===== config.mk =====
export PLATFORM = sky130hd
export DESIGN_NAME = instruction_fetch_sequencer
export DESIGN_NICKNAME = d
export VERILOG_FILES = /design/src/rtl/instruction_fetch_sequencer_pkg.sv /design/src/rtl/instruction_fetch_sequencer.sv
export SDC_FILE = /design/constraint.sdc
export NUM_CORES = 1
export LEC_CHECK = 0
export CELL_PAD_IN_SITES_DETAIL_PLACEMENT = 1
export CELL_PAD_IN_SITES_GLOBAL_PLACEMENT = 2
export CORE_MARGIN = 1.5
export CORE_UTILIZATION = 22
export CTS_BUF_LIST = sky130_fd_sc_hd__clkbuf_2
export DETAILED_ROUTE_END_ITERATION = 7
export HOLD_SLACK_MARGIN = 0.05
export PLACE_DENSITY = 0.86
export SLEW_MARGIN = 15
export SYNTH_ARGS = -nofsm -noshare
export SYNTH_HDL_FRONTEND = slang
export SYNTH_SLANG_ARGS = --single-unit

===== constraint.sdc =====
create_clock -name Clock -period 1.3 [get_ports Clock]
set_input_delay 0.195 -clock Clock [delete_from_list [all_inputs] [get_ports Clock]]
set_output_delay 0.195 -clock Clock [all_outputs]
set_load 0.03 [all_outputs]

===== src/rtl/instruction_fetch_sequencer_pkg.sv =====
// Shared encodings for the fetch sequencer and the address register file.
package instruction_fetch_sequencer_pkg;

  // Address register file function selects
  localparam logic [2:0] FUNSEL_NOP   = 3'b000;
  localparam logic [2:0] FUNSEL_INC   = 3'b001;
  localparam logic [2:0] FUNSEL_LOAD  = 3'b010;
  localparam logic [2:0] FUNSEL_CLEAR = 3'b011;

  // Active-low register enables: bit2 PC, bit1 AR, bit0 SP
  localparam logic [2:0] REGSEL_PC_ONLY = 3'b011;
  localparam logic [2:0] REGSEL_NONE    = 3'b111;

  // OutD source: PC drives the memory address
  localparam logic [1:0] OUTDSEL_PC = 2'b00;

  typedef enum logic [1:0] {
    CMD_FETCH    = 2'b00,
    CMD_JUMP     = 2'b01,
    CMD_CLEAR_PC = 2'b10,
    CMD_NOP      = 2'b11
  } cmd_e;

  typedef enum logic [3:0] {
    ST_RST,
    ST_INIT,
    ST_IDLE,
    ST_RD_LO,
    ST_CAP_LO,
    ST_RD_HI,
    ST_CAP_HI,
    ST_DONE,
    ST_JMP,
    ST_CLR
  } state_e;

endpackage


===== src/rtl/instruction_fetch_sequencer.sv =====
// Drives PC updates in the address register file and assembles a
// little-endian 16-bit instruction from two byte reads at PC and PC+1.
module instruction_fetch_sequencer
  import instruction_fetch_sequencer_pkg::*;
(
  input  logic        Clock,
  input  logic        Reset,
  input  logic        CmdValid,
  output logic        CmdReady,
  input  logic [1:0]  Cmd,
  input  logic [15:0] CmdAddr,
  output logic [15:0] ArfI,
  output logic [2:0]  ArfFunSel,
  output logic [2:0]  ArfRegSel,
  output logic [1:0]  ArfOutDSel,
  output logic        MemRead,
  input  logic [7:0]  MemData,
  output logic [15:0] Ir,
  output logic        IrValid,
  input  logic        IrAck
);

  state_e      state;
  logic        cmd_ready_q;
  logic        ir_valid_q;
  logic        mem_read_q;
  logic [2:0]  regsel_q;
  logic [2:0]  funsel_q;
  logic [15:0] arf_i_q;
  logic [15:0] ir_q;
  logic        accept;

  assign accept = CmdValid & cmd_ready_q;

  // State machine; every output register is loaded with the value for the state being entered
  always_ff @(posedge Clock) begin
    if (!Reset) begin
      state       <= ST_RST;
      cmd_ready_q <= 1'b0;
      ir_valid_q  <= 1'b0;
      mem_read_q  <= 1'b0;
      regsel_q    <= REGSEL_NONE;
      funsel_q    <= FUNSEL_NOP;
      arf_i_q     <= '0;
      ir_q        <= '0;
    end else begin
      regsel_q   <= REGSEL_NONE;
      funsel_q   <= FUNSEL_NOP;
      mem_read_q <= 1'b0;
      arf_i_q    <= '0;
      unique case (state)
        ST_RST: begin
          state    <= ST_INIT;
          regsel_q <= REGSEL_PC_ONLY;
          funsel_q <= FUNSEL_CLEAR;
        end
        ST_INIT: begin
          state       <= ST_IDLE;
          cmd_ready_q <= 1'b1;
        end
        ST_IDLE: begin
          if (accept) begin
            unique case (cmd_e'(Cmd))
              CMD_FETCH: begin
                state       <= ST_RD_LO;
                cmd_ready_q <= 1'b0;
                mem_read_q  <= 1'b1;
              end
              CMD_JUMP: begin
                state       <= ST_JMP;
                cmd_ready_q <= 1'b0;
                regsel_q    <= REGSEL_PC_ONLY;
                funsel_q    <= FUNSEL_LOAD;
                arf_i_q     <= CmdAddr;
              end
              CMD_CLEAR_PC: begin
                state       <= ST_CLR;
                cmd_ready_q <= 1'b0;
                regsel_q    <= REGSEL_PC_ONLY;
                funsel_q    <= FUNSEL_CLEAR;
              end
              default: state <= ST_IDLE;
            endcase
          end
        end
        ST_RD_LO: begin
          state    <= ST_CAP_LO;
          regsel_q <= REGSEL_PC_ONLY;
          funsel_q <= FUNSEL_INC;
        end
        ST_CAP_LO: begin
          ir_q[7:0]  <= MemData;
          state      <= ST_RD_HI;
          mem_read_q <= 1'b1;
        end
        ST_RD_HI: begin
          state    <= ST_CAP_HI;
          regsel_q <= REGSEL_PC_ONLY;
          funsel_q <= FUNSEL_INC;
        end
        ST_CAP_HI: begin
          ir_q[15:8] <= MemData;
          state      <= ST_DONE;
          ir_valid_q <= 1'b1;
        end
        ST_DONE: begin
          if (IrAck) begin
            state       <= ST_IDLE;
            ir_valid_q  <= 1'b0;
            cmd_ready_q <= 1'b1;
          end
        end
        ST_JMP, ST_CLR: begin
          state       <= ST_IDLE;
          cmd_ready_q <= 1'b1;
        end
        default: state <= ST_RST;
      endcase
    end
  end

  // Outputs are registered one state ahead, so a reset landing mid-fetch would
  // still present that state's PC increment / read at the reset edge; masking the
  // write enables and read strobe with Reset aborts them at that same edge.
  assign ArfRegSel  = Reset ? regsel_q : REGSEL_NONE;
  assign ArfFunSel  = Reset ? funsel_q : FUNSEL_NOP;
  assign MemRead    = Reset & mem_read_q;
  assign ArfI       = arf_i_q;
  assign ArfOutDSel = OUTDSEL_PC;
  assign CmdReady   = cmd_ready_q;
  assign IrValid    = ir_valid_q;
  assign Ir         = ir_q;

endmodule


* Yosys cells after proc, flatten, opt, wreduce, memory -nomap -nowiden
Index checks and enable logic that the tools add are counted.
** Cells by class
- Add/sub/neg operators :: 0
- Shifts and indexed selects :: 0
- Muxes and demuxes :: 21
- Bitwise gates (word level) :: 2
- Order comparisons :: 0
- Div/mod/pow operators :: 0
- Equality and inequality tests :: 14
- Reduce and logical (&&, ||, !) cells :: 13
- Multipliers :: 0
** Operators with widths (number)
- 4-bit one-hot mux with 8 select lines :: 1
- 4-bit by 3-bit equality test with 1-bit output (second input constant) :: 4
- 3-bit 2-to-1 mux :: 4
- 4-bit one-hot mux with 3 select lines :: 1
- 3-bit OR reduction :: 3
- 4-bit by 2-bit equality test with 1-bit output (second input constant) :: 2
- 4-bit equality test (second input constant) :: 2
- 4-bit 2-to-1 mux :: 2
- 4-bit AND reduction :: 2
- 1-bit 2-to-1 mux :: 6
- 2-bit inequality test (second input constant) :: 3
- 2-bit one-hot mux with 3 select lines :: 1
- 3-bit one-hot mux with 2 select lines :: 1
- 4-bit by 1-bit equality test with 1-bit output (second input constant) :: 1
- 4-bit logical NOT :: 1
- 1-bit one-hot mux with 2 select lines :: 2
- 2-bit one-hot mux with 2 select lines :: 1
- 2-bit AND reduction :: 2
- 2-bit OR reduction :: 2
- 1-bit one-hot mux with 3 select lines :: 1
- 3-bit nonzero test :: 1
- 1-bit AND :: 2
- 2-bit by 1-bit equality test with 1-bit output (second input constant) :: 1
- 2-bit equality test (second input constant) :: 1
- 3 further kinds :: 3
** Word-level totals
- Memories kept :: 0
- RAM bits :: 0
- Bits in registers :: 45
- Memory bits (read-only) :: 0
- Bits in latches :: 0
- Output and inout bits :: 43
- Logic and storage cells :: 59

* Logic depth before layout (Yosys ltp)
- Depth in word-level cells :: 5
- Mapped depth :: 5
- Gate-level depth less buffers :: 5

* Worst setup path after synthesis
Ideal clock, no wire load.
- Path kind :: reg-to-reg
- Start :: reg state[3]
- End :: reg ir_q[10], in the netlist Ir[10]
- Data required time :: 1172 ps
- Stages on the path, launching flop included :: 6
- Clock period less this slack :: 1304 ps
- Library setup time :: 128 ps
- Buffers on the path :: 2
- Path slack :: -4 ps
- Arrival :: 1177 ps
- Path through :: dfxtp_1 -> buf_2 -> nor4bb_1 -> buf_4 -> mux2i_1 -> nor2_1
** On the way
- Cells in the longest elaborated chain, start to end :: 1
** RTL lines
- from (decl) :: line instruction_fetch_sequencer.sv:23 : state_e state;
- from (signal assigned) :: line instruction_fetch_sequencer.sv:38 : state <= ST_RST;
- from (signal assigned) :: line instruction_fetch_sequencer.sv:53 : state <= ST_INIT;
- from (signal assigned) :: line instruction_fetch_sequencer.sv:58 : state <= ST_IDLE;
- 4-bit by 3-bit equality test with 1-bit output :: line instruction_fetch_sequencer.sv:51 : unique case (state)
- to (signal assigned) :: line instruction_fetch_sequencer.sv:102 : ir_q[15:8] <= MemData;
- to (decl) :: line instruction_fetch_sequencer.sv:30 : logic [15:0] ir_q;
Every way passes these cells.
A chain may end at the register's enable or synchronous reset.

* Worst setup path after layout
- Start :: reg state[1]
- End :: reg arf_i_q[0], in the netlist ArfI[0]
** On the way
- Cells in the longest elaborated chain, start to end :: 2
** RTL lines
- 4-bit by 2-bit equality test with 1-bit output :: line instruction_fetch_sequencer.sv:51
- 4-bit AND reduction (no source line)
- to (signal assigned) :: line instruction_fetch_sequencer.sv:74 : arf_i_q <= CmdAddr;
- to (decl) :: line instruction_fetch_sequencer.sv:29 : logic [15:0] arf_i_q;
Every way passes these cells.

==> impl_metrics.py <==
metrics = {
    "finish": {
        "area_growth_syn_to_layout_pct": 64.8,
        "diodes": 0,
        "multi_input_area_um2": 873,
        "drive_gt1_share_pct": 43.1,
        "fillers": 865,
        "fin_util_pct": 37.8,
        "seqCellArea_um2": 856,
        "nets": 303,
        "fin_area_mm2": 0.00276,
    },
    "floorplanning": {
        "start_util_pct": 22.9,
        "rows": 31,
        "fp.dieW_um": 90.2,
        "die_y_um": 90.2,
        "dieArea_mm2": 0.00813,
        "core-area_mm2": 0.00729,
        "io_pins": 73,
    },
    "critical_path": {
        "start_kind": "flip-flop",
        "cp.required_ns": 1.65,
        "criticalPathCategory": "reg -> reg",
        "critPathMaxFanout": 8,
        "cp_top_family": "simple AND/OR/NAND/NOR gates",
        "cp_num_buf_inv": 2,
        "crit_slowest_cell": "dfxtp_4",
        "worstSetupEndpointType": "flip-flop",
        "cp.arrival_ns": 1.71,
        "worstPathCellList": "buf_6, nor4b_4, buf_4, and4_4, and2_4",
        "cpPeakStageDelay_ns": 0.42,
    },
    "run_status": {
        "violations": "setup timing",
        "status": "finished, violations left",
    },
    "logic_synthesis": {
        "synth_seq_area_share_pct": 50.3,
        "yosys-top-cells-area": "dfxtp_1 50%, and2_1 7.9%, mux2i_1 4.8%",
        "ys_types": 35,
        "synth_edf_count": 0,
        "yosys_warnings": 0,
        "yosys_most_used_dff": "dfxtp_1",
        "ys_ff_latch": 42,
        "syn-instance-count": 172,
        "avgSynthCellArea_um2": 9.72,
        "synth_top_cell_by_area": "dfxtp_1",
        "netlist_area_mm2": 0.00167,
        "synth_top_area_share_pct": 50.3,
        "ys_async_sr_fraction_pct": 0,
    },
    "placement": {
        "hpwlAfterDp_um": 3570,
        "portBuffers": 67,
        "place.gp.congestion": 0.830,
        "dpl_cell_area_mm2": 0.00261,
        "dp_worst_setup_slack_ns": -0.218,
    },
    "routing": {
        "dr.pass1.iters": 3,
        "routed_wl_um": 5090,
        "vias": 1562,
        "routed_via_density": 4.24,
        "routedWlPerCell_um": 13.8,
        "ant_nets": 0,
        "first_iter_violations": 30,
        "drc": 0,
    },
    "power_and_ir_drop": {
        "leakagePower_nw": 1.18,
        "pwr_density_cell_mw_per_mm2": 1340,
        "vdd_drop_max_mv": 0.683,
    },
    "clocking": {
        "clk_path_buf_depth": 2,
        "path_clk_slew_ns": 0.20,
        "cts_tree": "built",
        "root_buffer": "clkbuf_2",
        "htree_levels": 2,
        "clk_latency_ns": 0.39,
        "clock-sinks": 42,
        "cts_inserted_buffers": 5,
    },
    "global_route": {
        "grt_pass1_wl_um": 8140,
        "grt_max_degree": 19,
        "antenna_found_initial": 0,
        "grt_pass1_vias": 1631,
        "grt-ovfl-total": 0,
        "grt.total_usage_pct": 12.6,
    },
    "timing": {
        "setup_violations": 32,
        "fin_crit_sh_pct": 105,
        "holdWs_ns": 0.217,
        "fmax_ghz": 0.735,
        "rsz0062_at_grt": "yes",
        "hold_viol": 0,
        "period_needed_ns": 1.36,
        "layout_setup_ws_ns": -0.0615,
        "skew_ns": 0.00883,
        "slew_viol_final": 0,
    },
    "run": {
        "drv_cap": 0,
    },
    "hold_path": {
        "hold_path_class": "in -> reg",
    },
}
layout make-up:
class | instances | area share [%]
Clock buffer | 5 | 0.908
Clock inverter | 2 | 1.23
Inverter | 4 | 0.545
Multi-Input combinational cell | 115 | 31.7
Sequential cell | 42 | 31.1
Tap cell | 99 | 4.50
Timing Repair Buffer | 101 | 30.1
synthesized netlist by cell type, drive strengths merged, types with 2 or more instances:
cell type	count
nor4b	2
nor3	3
and2	21
clkbuf	3
nand2b	6
a31oi	2
inv	4
nand2	17
conb	2
and4	3
ha	4
o22ai	2
a21oi	12
mux2i	8
buf	12
nor2b	2
nor2	13
dfxtp	42
power breakdown:
group          switching [mW]  leakage (nW)  total (mW)  internal (mW)
logic                   0.692         0.796        1.45          0.755
registers               0.105         0.343        1.53           1.42
clock network           0.412        0.0365       0.721          0.310
worst register-to-register path, stage by stage (launching register included):
cell	delay [ns]
dfxtp_4	0.42
buf_6	0.10
nor4b_4	0.18
buf_4	0.19
and4_4	0.28
and2_4	0.15
flip-flops by register name, summed over array words and instances (netlist names):
| register | cells |
|---|---|
| IrValid | 1 |
| Ir | 16 |
| regsel_q | 1 |
| CmdReady | 1 |
| ArfI | 16 |
| funsel_q | 2 |
| state | 4 |
| mem_read_q | 1 |
per-stage QoR:
step           power [mW]  std cells  setup TNS, ns
2_1_floorplan        2.15        175              0
3_3_place_gp         2.69        353          -6.50
3_5_place_dp         2.72        353          -7.18
4_1_cts              3.66        367         -0.147
5_1_grt              3.90        368          -2.56
6_report             3.70        368         -0.875
layer usage:
metal	global-route usage, %	routed length [um]	vias up	share of wire, %
met1	13.1	1970	755	39
met5	0	0	-	0
met2	23.0	2670	43	53
met3	5.16	386	5	7.6
met4	3.97	62	0	1.2
li1	-	-	759	-
repair_timing:
item / CTS / global route
hold buffers: 0 / 0
cloned: 3 / 0
pin swaps: 15 / 18
setup buffers: 5 / 1
setup endpoints to repair: 76 / 61
gates resized for setup: 165 / 51
placed cells by master, fill, tap and decap left out, drive strengths merged:
| cell type | synthesis | routed |
|---|---|---|
| a2111oi | 1 | 1 |
| a211o | 1 | 1 |
| a21oi | 12 | 12 |
| a22oi | 1 | 1 |
| a311oi | 1 | 1 |
| a31o | 1 | 1 |
| a31oi | 2 | 2 |
| a41oi | 1 | 1 |
| and2 | 21 | 21 |
| and4 | 3 | 4 |
| buf | 12 | 69 |
| bufinv | 0 | 1 |
| clkbuf | 3 | 6 |
| clkdlybuf4s15 | 0 | 3 |
| clkdlybuf4s50 | 0 | 28 |
| clkinv | 0 | 1 |
| conb | 2 | 5 |
| dfxtp | 42 | 42 |
| ha | 4 | 4 |
| inv | 4 | 4 |
| mux2i | 8 | 8 |
| nand2 | 17 | 17 |
| nand2b | 6 | 6 |
| nand3 | 1 | 1 |
| nand4b | 1 | 1 |
| nor2 | 13 | 13 |
| nor2b | 2 | 2 |
| nor3 | 3 | 3 |
| nor4b | 2 | 2 |
| nor4bb | 1 | 1 |
| o211ai | 1 | 1 |
| o21a | 1 | 1 |
| o21ai | 1 | 1 |
| o21ba | 1 | 1 |
| o22ai | 2 | 2 |
| or4b | 1 | 1 |
worst paths after layout:
path / from / endpoint / slack (ns) / cells past startpoint
max reg2reg: state[1] / ArfI[0] / -0.06 / 5
min reg2reg: Ir[4] / Ir[4] / 0.47 / 2
min: Reset / regsel_q[2] / 0.22 / 2
max: state[1] / ArfI[0] / -0.06 / 5
cells by family (layout without fill, tap and decap cells):
kind of cell             after synthesis  in the layout  synth area share (%)
AO/OA/AOI/OAI                         26             26                  9.96
flip-flops                            42             42                  50.3
multiplexers                           8              8                  4.79
buffers and inverters                 19            112                  6.44
adder cells (fa/ha/maj)                4              4                  2.99
AND/OR/NAND/NOR                       71             72                  25.1
other                                  2              5                 0.449
Power figures use the tool's default switching activity.
